<file path="src/rtl/read_addr_scheduler_if.sv">
// AR-side request, engine command and R-channel monitor bundle for read_addr_scheduler.
// The slave modport is the scheduler; master is whoever drives the AR requests and the engine.
interface read_addr_scheduler_if #(
    parameter int ADD_WIDTH    = 32,
    parameter int ADD_ID_WIDTH = 3,
    parameter int BURST_LEN    = 4,
    parameter int BURST_SIZE   = 3,
    parameter int BURST_TYPE   = 2,
    parameter int DEPTH        = 4
);
    logic [ADD_WIDTH-1:0]      araddr;
    logic [BURST_LEN-1:0]      arlen;
    logic [BURST_SIZE-1:0]     arsize;
    logic [BURST_TYPE-1:0]     arburst;
    logic [ADD_ID_WIDTH-1:0]   arid;
    logic                      arvalid;
    logic                      arready;

    logic [ADD_WIDTH-1:0]      raddr_out;
    logic [BURST_LEN-1:0]      rlen_out;
    logic [BURST_SIZE-1:0]     rsize_out;
    logic [BURST_TYPE-1:0]     rburst_out;
    logic [ADD_ID_WIDTH-1:0]   rid_out;
    logic                      mod1_valid_out;
    logic                      mod1_ready_in;

    logic                      rvalid;
    logic                      rready;
    logic                      rlast;

    logic                      busy;
    logic [$clog2(DEPTH):0]    occupancy;

    modport master (
        output araddr, arlen, arsize, arburst, arid, arvalid,
        output mod1_ready_in, rvalid, rready, rlast,
        input  arready, raddr_out, rlen_out, rsize_out, rburst_out, rid_out,
        input  mod1_valid_out, busy, occupancy
    );

    modport slave (
        input  araddr, arlen, arsize, arburst, arid, arvalid,
        input  mod1_ready_in, rvalid, rready, rlast,
        output arready, raddr_out, rlen_out, rsize_out, rburst_out, rid_out,
        output mod1_valid_out, busy, occupancy
    );
endinterface

</file>
<file path="src/rtl/read_addr_scheduler.sv">
// Queues AR requests and hands them to the read burst engine one burst at a time.
//   state | meaning
//   IDLE  | nothing issued, waiting for a queued request
//   ISSUE | head presented to the engine (mod1_valid_out high) until accepted
//   BUSY  | burst accepted, waiting for the R beat with rlast to handshake
module read_addr_scheduler #(
    parameter int ADD_WIDTH    = 32,
    parameter int ADD_ID_WIDTH = 3,
    parameter int BURST_LEN    = 4,
    parameter int BURST_SIZE   = 3,
    parameter int BURST_TYPE   = 2,
    parameter int DEPTH        = 4
) (
    input  logic                 clk,
    input  logic                 reset,
    read_addr_scheduler_if.slave bus
);
    localparam int PTR_W   = $clog2(DEPTH);
    localparam int CNT_W   = PTR_W + 1;
    localparam int ENTRY_W = ADD_WIDTH + BURST_LEN + BURST_SIZE + BURST_TYPE + ADD_ID_WIDTH;

    typedef enum logic [1:0] {
        IDLE  = 2'd0,
        ISSUE = 2'd1,
        BUSY  = 2'd2
    } state_t;

    state_t             state;
    logic [ENTRY_W-1:0] fifo_mem [DEPTH];
    logic [PTR_W-1:0]   wr_ptr;
    logic [PTR_W-1:0]   rd_ptr;
    logic [CNT_W-1:0]   count;
    logic [CNT_W-1:0]   count_next;
    logic               arready_q;
    logic               valid_q;
    logic               busy_q;
    logic               push;
    logic               pop;
    logic               rlast_hs;

    assign push     = bus.arvalid && arready_q;
    assign pop      = (state == ISSUE) && bus.mod1_ready_in;
    assign rlast_hs = bus.rvalid && bus.rready && bus.rlast;

    always_comb begin
        count_next = count;
        if (push && !pop) begin
            count_next = count + CNT_W'(1);
        end else if (pop && !push) begin
            count_next = count - CNT_W'(1);
        end
    end

    always_ff @(posedge clk) begin
        if (push) begin
            fifo_mem[wr_ptr] <= {bus.araddr, bus.arlen, bus.arsize, bus.arburst, bus.arid};
        end
    end

    // arready looks at the post-update count, so a pop from a full FIFO frees a slot only next cycle
    always_ff @(posedge clk) begin
        if (reset) begin
            wr_ptr    <= '0;
            rd_ptr    <= '0;
            count     <= '0;
            arready_q <= 1'b0;
        end else begin
            if (push) begin
                wr_ptr <= wr_ptr + PTR_W'(1);
            end
            if (pop) begin
                rd_ptr <= rd_ptr + PTR_W'(1);
            end
            count     <= count_next;
            arready_q <= (count_next != CNT_W'(DEPTH));
        end
    end

    always_ff @(posedge clk) begin
        if (reset) begin
            state   <= IDLE;
            valid_q <= 1'b0;
            busy_q  <= 1'b0;
        end else begin
            case (state)
                IDLE: begin
                    if (count != '0) begin
                        state   <= ISSUE;
                        valid_q <= 1'b1;
                    end
                end
                ISSUE: begin
                    if (bus.mod1_ready_in) begin
                        state   <= BUSY;
                        valid_q <= 1'b0;
                        busy_q  <= 1'b1;
                    end
                end
                BUSY: begin
                    if (rlast_hs) begin
                        busy_q <= 1'b0;
                        if (count_next != '0) begin
                            state   <= ISSUE;
                            valid_q <= 1'b1;
                        end else begin
                            state <= IDLE;
                        end
                    end
                end
                default: begin
                    state   <= IDLE;
                    valid_q <= 1'b0;
                    busy_q  <= 1'b0;
                end
            endcase
        end
    end

    assign {bus.raddr_out, bus.rlen_out, bus.rsize_out, bus.rburst_out, bus.rid_out} = fifo_mem[rd_ptr];
    assign bus.arready        = arready_q;
    assign bus.mod1_valid_out = valid_q;
    assign bus.busy           = busy_q;
    assign bus.occupancy      = count;
endmodule

</file>
<file path="src/flat_wrapper.sv">
// flat-port wrapper written by rule: the top's interface ports become plain ports
module read_addr_scheduler_flat 
#(
    parameter int ADD_WIDTH    = 32,
    parameter int ADD_ID_WIDTH = 3,
    parameter int BURST_LEN    = 4,
    parameter int BURST_SIZE   = 3,
    parameter int BURST_TYPE   = 2,
    parameter int DEPTH        = 4
)
  (clk, reset, bus_araddr, bus_arlen, bus_arsize, bus_arburst, bus_arid, bus_arvalid, bus_mod1_ready_in, bus_rvalid, bus_rready, bus_rlast, bus_arready, bus_raddr_out, bus_rlen_out, bus_rsize_out, bus_rburst_out, bus_rid_out, bus_mod1_valid_out, bus_busy, bus_occupancy);
  read_addr_scheduler_if #(.ADD_WIDTH(ADD_WIDTH), .ADD_ID_WIDTH(ADD_ID_WIDTH), .BURST_LEN(BURST_LEN), .BURST_SIZE(BURST_SIZE), .BURST_TYPE(BURST_TYPE), .DEPTH(DEPTH)) bus_i ();
  input  logic clk;
  input  logic reset;
  input wire logic [$bits(bus_i.araddr)-1:0] bus_araddr;
  input wire logic [$bits(bus_i.arlen)-1:0] bus_arlen;
  input wire logic [$bits(bus_i.arsize)-1:0] bus_arsize;
  input wire logic [$bits(bus_i.arburst)-1:0] bus_arburst;
  input wire logic [$bits(bus_i.arid)-1:0] bus_arid;
  input wire logic [$bits(bus_i.arvalid)-1:0] bus_arvalid;
  input wire logic [$bits(bus_i.mod1_ready_in)-1:0] bus_mod1_ready_in;
  input wire logic [$bits(bus_i.rvalid)-1:0] bus_rvalid;
  input wire logic [$bits(bus_i.rready)-1:0] bus_rready;
  input wire logic [$bits(bus_i.rlast)-1:0] bus_rlast;
  output wire logic [$bits(bus_i.arready)-1:0] bus_arready;
  output wire logic [$bits(bus_i.raddr_out)-1:0] bus_raddr_out;
  output wire logic [$bits(bus_i.rlen_out)-1:0] bus_rlen_out;
  output wire logic [$bits(bus_i.rsize_out)-1:0] bus_rsize_out;
  output wire logic [$bits(bus_i.rburst_out)-1:0] bus_rburst_out;
  output wire logic [$bits(bus_i.rid_out)-1:0] bus_rid_out;
  output wire logic [$bits(bus_i.mod1_valid_out)-1:0] bus_mod1_valid_out;
  output wire logic [$bits(bus_i.busy)-1:0] bus_busy;
  output wire logic [$bits(bus_i.occupancy)-1:0] bus_occupancy;
  assign bus_i.araddr = bus_araddr;
  assign bus_i.arlen = bus_arlen;
  assign bus_i.arsize = bus_arsize;
  assign bus_i.arburst = bus_arburst;
  assign bus_i.arid = bus_arid;
  assign bus_i.arvalid = bus_arvalid;
  assign bus_i.mod1_ready_in = bus_mod1_ready_in;
  assign bus_i.rvalid = bus_rvalid;
  assign bus_i.rready = bus_rready;
  assign bus_i.rlast = bus_rlast;
  assign bus_arready = bus_i.arready;
  assign bus_raddr_out = bus_i.raddr_out;
  assign bus_rlen_out = bus_i.rlen_out;
  assign bus_rsize_out = bus_i.rsize_out;
  assign bus_rburst_out = bus_i.rburst_out;
  assign bus_rid_out = bus_i.rid_out;
  assign bus_mod1_valid_out = bus_i.mod1_valid_out;
  assign bus_busy = bus_i.busy;
  assign bus_occupancy = bus_i.occupancy;
  read_addr_scheduler #(.ADD_WIDTH(ADD_WIDTH), .ADD_ID_WIDTH(ADD_ID_WIDTH), .BURST_LEN(BURST_LEN), .BURST_SIZE(BURST_SIZE), .BURST_TYPE(BURST_TYPE), .DEPTH(DEPTH)) u_core (.clk(clk), .reset(reset), .bus(bus_i));
endmodule
</file>
<file path="config.mk">
export PLATFORM = sky130hd
export DESIGN_NAME = read_addr_scheduler_flat
export DESIGN_NICKNAME = d
export VERILOG_FILES = /design/src/rtl/read_addr_scheduler_if.sv /design/src/rtl/read_addr_scheduler.sv /design/src/flat_wrapper.sv
export SDC_FILE = /design/constraint.sdc
export NUM_CORES = 1
export LEC_CHECK = 0
export CORE_MARGIN = 4
export CORE_UTILIZATION = 50
export DETAILED_ROUTE_END_ITERATION = 12
export MAX_ROUTING_LAYER = met4
export PLACE_DENSITY = 0.74
export RECOVER_POWER = 25
export SLEW_MARGIN = 30
export SYNTH_ARGS = -nofsm -noshare
export SYNTH_HDL_FRONTEND = slang
export SYNTH_SLANG_ARGS = --single-unit
</file>
<file path="constraint.sdc">
create_clock -name clk -period 2.5 [get_ports clk]
set_input_delay 0.75 -clock clk [delete_from_list [all_inputs] [get_ports clk]]
set_output_delay 0.75 -clock clk [all_outputs]
set_load 0.02 [all_outputs]
</file>
==> impl_metrics.env, run 1 <==
export IMPL_p_leak_nw=3.02
export IMPL_fill_cells=938
export IMPL_dp_slack_ns=-0.0124
export IMPL_slew_viol_final=0
export IMPL_path_delay_family="multiplexers"
export IMPL_final_cell_mix="edfxtp_1 (176), mux4_2 (44), clkdlybuf4s50_1 (32)"
export IMPL_power_per_cell_area_mw_per_mm2=861
export IMPL_period_minus_slack_ns=2.52
export IMPL_multi_input_area_mm2=0.00143
export IMPL_ys_types=29
export IMPL_ys_seq_area_share_pct=78.6
export IMPL_core_mm2=0.0139
export IMPL_status="complete, but fails checks"
export IMPL_hp_class="flip-flop to flip-flop"
export IMPL_clkSinkCount=190
export IMPL_syn_area_per_cell_um2=22.4
export IMPL_cts_hold_buf=0
export IMPL_initial_core_util_pct=51.0
export IMPL_dp_hpwl_um=7790
export IMPL_cp_slowest_cell="mux4_2"
export IMPL_tightestPinTransition_ns=0.534
export IMPL_finalHoldViolations=0
export IMPL_dieArea_mm2=0.0161
export IMPL_setup_viol=5
export IMPL_crit_buf_inv=3
export IMPL_crit_type="flip-flop to output pin"
export IMPL_clk_path_buf_depth=2
export IMPL_cp_cell_sequence="buf_12, buf_16, mux4_2, buf_2"
export IMPL_first_global_vias=3747
export IMPL_max_freq_mhz=397
export IMPL_synth_largest_area_cell="edfxtp_1"
export IMPL_ant_nets=0
export IMPL_max_cap_viol_count=0
export IMPL_cts_buffers_inserted=17
export IMPL_crit_path_start_kind="flip-flop"
export IMPL_grt_max_degree=45
export IMPL_total_power_mw=7.83
export IMPL_pin_count=101
export IMPL_fin_skew_ns=0.00796
export IMPL_synth_seq_cells=190
export IMPL_routed_via_count=3472
export IMPL_port_buffers=100
export IMPL_htreeDepth=4
export IMPL_grt_antenna_before_repair=2
export IMPL_fin_ws_ns=-0.0169
export IMPL_final_layout_size_suffix_gt1_share_pct=31.8
export IMPL_cp_data_arrival_time_ns=1.77
export IMPL_utilization_pct=65.5
export IMPL_final_setup_tns_ns=-0.0427
export IMPL_synthDominantCellAreaShare_pct=74.7
export IMPL_via_per_inst=5.42
export IMPL_violations="setup timing"
export IMPL_drc=0
export IMPL_slew_headroom_pct=64.3
export IMPL_ys_top_cells_by_area="edfxtp_1 (75%), mux4_2 (14%), dfxtp_1 (4.0%)"
export IMPL_place_congestion=0.854
export IMPL_die_height_um=127
export IMPL_wirelength_um=13200
export IMPL_cp_max_fo=5
export IMPL_wl_per_cell_um=20.6
export IMPL_clk_latency_ns=0.42
export IMPL_place_area_mm2=0.00848
export IMPL_synthCells=316
export IMPL_syn_num_nets=374
export IMPL_worstPathRequired_ns=1.75
export IMPL_first_iter_violations=243
export IMPL_ir_drop_mv=0.485
export IMPL_rsz0062_at_grt="yes"
export IMPL_syn_cell_area_mm2=0.00708
export IMPL_grt_first_pass_wirelength_um=20700
export IMPL_slowest_delay_ns=0.51
export IMPL_syn2layout_area_growth_pct=28.4
export IMPL_post_route_period_util_pct=101
export IMPL_drt_pre_antenna_iters=4
export IMPL_cts_tree="built"
export IMPL_ff_latch_area_mm2=0.00557
export IMPL_end_kind="output pin"
export IMPL_grt_overflow=0
export IMPL_dieWidth_um=127
export IMPL_clkSlewWorstSetupHoldPaths_ns=0.06
export IMPL_finalInstanceArea_mm2=0.00909
export IMPL_cts_root_buffer_cell="clkbuf_16"
export IMPL_nNetsFinal=504
export IMPL_final_common_cell="edfxtp_1"
export IMPL_yosysWarnings=0
export IMPL_rows=43
export IMPL_grt_use_total_pct=18.0
==> state kept, by name, indices dropped and copies added (netlist names), named ones only <==
register,count
u_core.rd_ptr,2
u_core.bus.mod1_valid_out,1
u_core.bus.arready,1
u_core.bus.occupancy,3
u_core.wr_ptr,2
u_core.fifo_mem,176
u_core.state,2
u_core.bus.busy,1
==> metal layers <==
metal	global-route usage, %	wire, µm	share of wire [%]	vias to the layer above
li1	-	-	-	1578
met1	22.7	5380	41	1772
met2	28.2	6760	51	112
met3	6.52	921	7.0	10
met4	4.54	112	0.85	0
met5	-	0	0	-
==> where the power goes <==
| part | switching (mW) | internal [mW] | total [mW] |
|---|---|---|---|
| logic | 0.738 | 0.783 | 1.52 |
| registers | 0.0907 | 3.64 | 3.74 |
| clock network | 1.02 | 1.55 | 2.57 |
| total | 1.85 | 5.97 | 7.83 |
==> worst min-delay path, stage by stage, from the launching register on <==
cell and delay [ns]:
dfxtp_1 0.33, a21oi_1 0.06, nor2_1 0.08
==> logic make-up after synthesis <==
logic type | Yosys count | share of synthesized area (%)
fa+ha+maj | 7 | 1.24
mux | 45 | 14.1
flops | 190 | 78.6
simple gates | 33 | 2.60
xor+xnor | 6 | 0.743
compound gates | 15 | 1.38
buf+inv | 20 | 1.26
==> cell type report <==
type / count / area share, %
timing repair buffer: 123 / 13.8
clock buffer: 25 / 5.34
clock inverter: 7 / 0.964
sequential: 190 / 61.3
inverter: 8 / 0.330
multi-input combinational: 106 / 15.7
tap: 180 / 2.48
antenna: 2 / 0.0551
==> metrics by stage <==
stage	cells	hold WS (ns)
3_5_place_dp	598	0.495
3_3_place_gp	598	0.477
2_1_floorplan	316	0.469
6_report	641	0.509
4_1_cts	634	0.514
5_1_grt	641	0.551
==> final timing paths <==
path | start | end | slack [ns] | depth (start not counted)
worst max-delay path | flip-flop | bus_raddr_out[21] | -0.02 | 4
worst min-delay path | u_core.bus.busy | u_core.bus.busy | 0.51 | 2
worst max register to register | u_core.bus.occupancy[0] | u_core.state[0] | 0.42 | 7
worst min register to register | u_core.bus.busy | u_core.bus.busy | 0.51 | 2
==> timing repair <==
item	CTS	global route
setup endpoints to repair	44	34
buffers inserted	3	4
cloned	1	1
pin swaps	0	0
gates resized for setup	176	38
==> cells in the mapped netlist <==
cell,count
o31ai_1,1
a221o_1,1
o21ai_0,1
a21oi_1,7
xnor2_1,5
inv_1,8
and3_4,1
nor2_2,1
nor4b_1,2
dfxtp_1,14
and3_1,7
buf_2,5
o31a_1,1
nand3b_1,2
nor2b_1,2
and3b_1,1
nor2_1,10
edfxtp_1,176
ha_1,7
clkbuf_1,6
a311oi_1,1
a211oi_1,3
nand2_1,3
mux4_2,44
nand3_1,1
nor3_1,3
xor2_1,1
buf_6,1
mux2i_1,1
(Power assumes the default switching activity.)
==> run 2, diff against run 1 <==
--- a/config.mk
+++ b/config.mk
@@ -7,6 +7,7 @@
 export LEC_CHECK = 0
 export CORE_MARGIN = 4
 export CORE_UTILIZATION = 50
+export CTS_CLUSTER_DIAMETER = 200
 export DETAILED_ROUTE_END_ITERATION = 12
 export MAX_ROUTING_LAYER = met4
 export PLACE_DENSITY = 0.74
==> results of run 2 <==
Same layout as run 1: the final DEF is identical, and so are final timing and power.
==> edit 1, RTL diff (config.mk and constraints of run 2) <==
Make the reset (`reset`) asynchronous in 2 clocked blocks.
--- a/src/rtl/read_addr_scheduler.sv
+++ b/src/rtl/read_addr_scheduler.sv
@@ -60,3 +60,3 @@
     // arready looks at the post-update count, so a pop from a full FIFO frees a slot only next cycle
-    always_ff @(posedge clk) begin
+    always_ff @(posedge clk or posedge reset) begin
         if (reset) begin
@@ -78,3 +78,3 @@
 
-    always_ff @(posedge clk) begin
+    always_ff @(posedge clk or posedge reset) begin
         if (reset) begin
Check against the original RTL: differs if reset is asserted again (counterexample within 4 cycles, from zero or initial values and one cycle with reset high); with reset held inactive, the same outputs for 4 cycles.
==> edit 1 against run 2 <==
  * The run still ends with setup timing left
  * Wire length fell by 1.3%
  * Cell area rose by 1.3%
  * Cell count fell by 1.9%
  * Worst hold slack improved by 0.036 ns
  * Sequential cell count fell by 2
  * Non-clock buffer count rose by 2
  * Synthesized cell count fell by 4.1%
  * Die area fell by 0.39%
  * Area after synthesis fell by 0.41%
  * Setup slack got worse by 0.081 ns
Power is not compared: it rests on default switching activity, and its combinational part moved more than twofold at a synthesized area within 25%.
==> edit 1: results (changes against run 2) <==
final worst clock skew=0.007741 ns (was 0.007962 ns); first-pass GRT wire length=20.33 mm (was 20.72 mm); Metal-1 WL=5.461 mm (was 5.381 mm); largest net degree at the start of global routing=35 (was 45); top layer in use=met4 (unchanged); P_sw=about 3.5 mW; outcome=finished with violations (unchanged); most instantiated cells after synthesis=176 x edfxtp_1, 44 x mux4_2, 12 x dfrtp_1 (was 176 x edfxtp_1, 44 x mux4_2, 14 x dfxtp_1); maximum fanout along the worst path=6 (was 5); Final GP Congestion=0.7732 (was 0.8540); Final Setup Violations=44 (was 5); Top reg by flops=u_core.fifo_mem (unchanged); Synthesis Warnings=0 (unchanged); number of enable flip-flop cells after synthesis=176 (unchanged); CTS root buffer=clkbuf_16 (unchanged); met3 WL=766 um (was 921 um); nets@finish=493 (was 504); Unique masters post-synth=32 (was 29); Placement Setup Slack=-0.03762 ns (was -0.01244 ns); failing checks=setup timing (unchanged); initial antenna violation count=1 (was 2); syn_nets=361 (was 374); Sum Neg Setup Slack=-2.441 ns (was -0.04265 ns); Seq/Total Area, Yosys=0.7925 (was 0.7864); total routed wirelength=13.00 mm (was 13.17 mm); detailed placement HPWL=7.973 mm (was 7.792 mm); met2 WL post-DR=6.524 mm (was 6.757 mm); HP Class=reg2reg (unchanged); vias in the first global route=3,624 (was 3,747); CTS buffer count=17 (unchanged); flip-flop count of the largest register after layout=176 (unchanged); Post-synth ARST share=0.06383 (was 0); CTS Buffer Depth=2 (unchanged); initial DRC count=237 (was 243); CP Data Arrival Time=1.85 ns (was 1.77 ns); Worst-Skew Late Latency=0.42 ns (about the same); H-tree levels=4 (unchanged); Post-Synthesis Cells=303 (was 316); headroom to the max-slew limit=0.6738 (was 0.6427); cts hold-fix bufs=0 (unchanged); placed cell count=588 (was 598); layout cells sized above 1=0.3326 (was 0.3181); final worst slack=-0.09816 ns (was -0.01687 ns); TritonRoute pass-1 iters=4 (unchanged); top post-synthesis cells by area=edfxtp_1 75%, mux4_2 14%, dfrtp_1 4.3% (was edfxtp_1 75%, mux4_2 14%, dfxtp_1 4.0%); Yosys top cell area share=0.7499 (was 0.7468); # port buffers=100 (unchanged); Via density=5.450 (was 5.417); worst vdd ir=around 0.66 mV; Worst-path clk slew=0.06 ns (about the same); gr usage total=0.1778 (was 0.1800); Leakage=3.181 nW; non-filler instance count after layout=629 (was 641)
-- edit 1: layer usage --
layer / vias up / global-route usage
li1: 1530 / -
met1: 1768 / 0.2228
met2: 116 / 0.2699
met3: 14 / 0.06189
met4: 0 / 0.06877
met5: - / -
-- edit 1: timing repair --
item | 4_1_cts | 5_1_grt
cloned | 3 | 0
resized for setup | 258 | 14
setup buffers | 5 | 1
endpoints found under the setup margin | 44 | 44
-- edit 1: kinds of logic (layout without fill, tap and decap cells) --
group,count (synthesis),in the layout,share of synthesized area
AO/OA/AOI/OAI,15,15,0.01349
adder cells (fa/ha/maj),7,7,0.01243
AND/OR/NAND/NOR,22,22,0.01651
other,0,1,0
XOR/XNOR,5,5,0.006213
multiplexers,46,46,0.1436
flip-flops,188,188,0.7925
buffers and inverters,20,165,0.01527
-- edit 1: area by class of cell --
class,instances,area [um^2]
Sequential cell,188,5590
Tap cell,180,225.2
Timing Repair Buffer,125,1441
Antenna cell,1,2.502
Fill cell,906,4616
Multi-Input combinational cell,95,1360
Inverter,8,30.03
Clock buffer,21,450.4
Clock inverter,11,111.4
-- edit 1: power by group through the flow --
stage | sequential [mW] | combinational [mW] | clock [mW]
after floorplan | 4.40 | 2.37 | 0
after global placement | 4.41 | 4.11 | 0
after detailed placement | 4.45 | 4.14 | 0
after CTS | 4.38 | 4.61 | 2.57
after global routing | 4.43 | 4.85 | 2.75
final | 4.38 | 4.56 | 2.52
-- edit 1: worst paths after layout --
kind / startpoint / to / slack, ns / cells past startpoint
hold / removal: u_core.wr_ptr[0]$_DFFE_PP0P_ / u_core.wr_ptr[0]$_DFFE_PP0P_ / 0.54 / 1
setup / recovery: u_core.rd_ptr[0]$_DFFE_PP0P_ / bus_raddr_out[17] / -0.1 / 4
max in group asynchronous: reset / u_core.rd_ptr[0]$_DFFE_PP0P_ / 1.45 / 2
min in group asynchronous: reset / u_core.wr_ptr[1]$_DFFE_PP0P_ / 0.67 / 2
hold reg to reg: u_core.wr_ptr[0]$_DFFE_PP0P_ / u_core.wr_ptr[0]$_DFFE_PP0P_ / 0.54 / 1
setup reg to reg: u_core.bus.occupancy[0]$_DFF_PP0_ / u_core.bus.arready$_DFF_PP0_ / 0.79 / 5
-- edit 1: per-stage QoR --
step	cell area, um^2	hold slack [ns]
global placement	8447	0.5212
global route	9211	0.5970
finish	9211	0.5448
detailed placement	8447	0.5273
floorplan	7048	0.4980
CTS	9181	0.5428
-- edit 1: worst max-delay path, cell delays in order, from the launching register on --
cell	delay [ns]
dfrtp_4	0.51
buf_12	0.16
buf_12	0.13
mux4_2	0.47
buf_6	0.16
==> edit 2, RTL diff (config.mk and constraints of run 2) <==
Made on the original files. `ADD_ID_WIDTH` is set to 3 in 3 places; all go to 6.
--- a/src/rtl/read_addr_scheduler_if.sv
+++ b/src/rtl/read_addr_scheduler_if.sv
@@ -4,3 +4,3 @@
     parameter int ADD_WIDTH    = 32,
-    parameter int ADD_ID_WIDTH = 3,
+    parameter int ADD_ID_WIDTH = 6,
     parameter int BURST_LEN    = 4,
--- a/src/rtl/read_addr_scheduler.sv
+++ b/src/rtl/read_addr_scheduler.sv
@@ -7,3 +7,3 @@
     parameter int ADD_WIDTH    = 32,
-    parameter int ADD_ID_WIDTH = 3,
+    parameter int ADD_ID_WIDTH = 6,
     parameter int BURST_LEN    = 4,
--- a/src/flat_wrapper.sv
+++ b/src/flat_wrapper.sv
@@ -4,3 +4,3 @@
     parameter int ADD_WIDTH    = 32,
-    parameter int ADD_ID_WIDTH = 3,
+    parameter int ADD_ID_WIDTH = 6,
     parameter int BURST_LEN    = 4,
Interface: changed (resized bus_arid and bus_rid_out); port bits go from 101 to 107. The function was not compared with the original's and may differ.
==> edit 2 against run 2 <==
  * The flow still finishes with violations (setup timing)
  * Sequential cell count up 12
  * Power increased by 10%
  * Critical path depth stayed put
  * Wire length rose by 6.3%
  * Cell area grew 8.5%
  * Area after synthesis increased by 6.0%
  * Sequential power grew 5.9%
  * Setup slack worse by 0.053 ns
  * Largest power group unchanged
==> edit 2: results (changes against run 2) <==
outcome=finished with violations (unchanged); failing checks=setup timing (unchanged); slack of the worst reg-to-reg path=0.39 ns (was 0.42 ns); final worst slack=-0.06966 ns (was -0.01687 ns); Top reg by flops=u_core.fifo_mem (unchanged); CP peak stage delay=0.53 ns (was 0.51 ns); non-filler instance count after layout=674 (was 641); flip-flop count of the largest register after layout=188 (was 176); CP Data Arrival Time=1.82 ns (was 1.77 ns); largest net degree at the start of global routing=34 (was 45); Hold Path End=u_core.wr_ptr[1]$_SDFFE_PP0P_ (was u_core.bus.busy$_SDFFE_PP0P_); wire per inst=20.77 um (was 20.55 um); gr usage total=0.1735 (was 0.1800); hold slack=0.4975 ns (was 0.5090 ns); initial antenna violation count=0 (was 2); Hold Crit Start=u_core.wr_ptr[1]$_SDFFE_PP0P_ (was u_core.bus.busy$_SDFFE_PP0P_); layout cells sized above 1=0.3265 (was 0.3181); syn_nets=392 (was 374); number of enable flip-flop cells after synthesis=188 (was 176); Worst R2R End=u_core.bus.mod1_valid_out$_SDFFE_PP0P_ (was u_core.state[0]$_SDFFE_PP0P_); # port buffers=106 (was 100); headroom to the max-slew limit=0.6679 (was 0.6427); n_diodes=0 (was 2); number of fill cells=951 (was 938); maximum fanout along the worst path=8 (was 5); Final Setup Violations=46 (was 5); placed cell count=627 (was 598); final worst clock skew=0.006546 ns (was 0.007962 ns); Via density=5.527 (was 5.417); Worst-Skew Late Latency=0.48 ns (was 0.42 ns); Leakage=3.295 nW (was 3.017 nW); CTS Buffer Depth=3 (was 2); CTS buffer count=21 (was 17); HP Class=reg2reg (unchanged); H-tree levels=1 (was 4); top post-synthesis cells by area=edfxtp_1 75%, mux4_2 14%, dfxtp_1 3.7% (was edfxtp_1 75%, mux4_2 14%, dfxtp_1 4.0%); initial DRC count=231 (was 243); worst vdd ir=0.7637 mV (was 0.4848 mV); first-pass GRT wire length=21.98 mm (was 20.72 mm); area post-placement=9007 um^2 (was 8484 um^2)
-- edit 2: cell type report --
class / count / area, um^2 / share of cell area
repair buffers: 133 / 1521 / 0.1542
flip-flops and latches: 202 / 5931 / 0.6011
inverters: 8 / 30.03 / 0.003044
clock buffers: 24 / 536.8 / 0.05441
multi-input cells: 109 / 1495 / 0.1516
well taps: 184 / 230.2 / 0.02334
clock inverters: 14 / 121.4 / 0.01230
-- edit 2: repair_timing --
item / CTS / global route
gates resized for setup: 263 / 27
setup endpoints to repair: 47 / 47
pin swaps: 0 / 0
setup buffers: 6 / 1
cloned: 2 / 1
-- edit 2: how the worst max path moves through the flow --
stage	end	slack (ns)	depth (start not counted)
detailed placement	u_core.bus.mod1_valid_out$_SDFFE_PP0P_	-0.06	6
floorplan	u_core.fifo_mem[1][0]$_DFFE_PP_	0.16	1
global route	bus_rsize_out[2]	-0.14	4
finish	bus_raddr_out[5]	-0.07	4
global placement	bus_raddr_out[5]	0.05	3
CTS	bus_rburst_out[1]	-0.09	4
-- edit 2: stage by stage --
step           total power [mW]  utilization  setup TNS [ns]  setup WS [ns]
6_report                  8.646       0.6737          -1.601       -0.06966
5_1_grt                   9.033       0.6737          -5.014        -0.1382
4_1_cts                   8.695       0.6673          -2.823       -0.09230
3_5_place_dp              5.638       0.6151        -0.05764       -0.05764
3_3_place_gp              5.597       0.6151               0        0.04732
2_1_floorplan             4.913            -               0         0.1650
-- edit 2: report_power, final --
part           switching, mW  total, mW  internal (mW)  leakage [nW]
Clock                   1.18       2.93           1.75         0.325
Combinational          0.807       1.75          0.941          1.15
Sequential            0.0898       3.96           3.87          1.82
-- edit 2: metal layers --
layer,wire (um),track usage,part of all wire
met3,756,0.03496,0.054
met4,221,0.04235,0.016
met2,7279,0.2894,0.52
met5,0,-,0
met1,5745,0.2224,0.41
-- edit 2: worst register-to-register path: stages, from the launching register on --
cell and delay, ns:
dfxtp_1 0.42, inv_1 0.12, ha_1 0.35, nor2b_1 0.22
a211oi_1 0.11, o31a_1 0.34, nor4b_1 0.34, nor3_1 0.09
-- edit 2: kinds of logic after synthesis --
| group | Yosys count | synth area share |
|---|---|---|
| adders and majority gates | 7 | 0.01167 |
| xor gates and xnor gates | 6 | 0.007002 |
| and+or+nand+nor | 33 | 0.02451 |
| DFF | 202 | 0.7896 |
| AOI/OAI and AO/OA | 15 | 0.01300 |
| buffers and inverters | 20 | 0.01184 |
| muxes | 48 | 0.1424 |
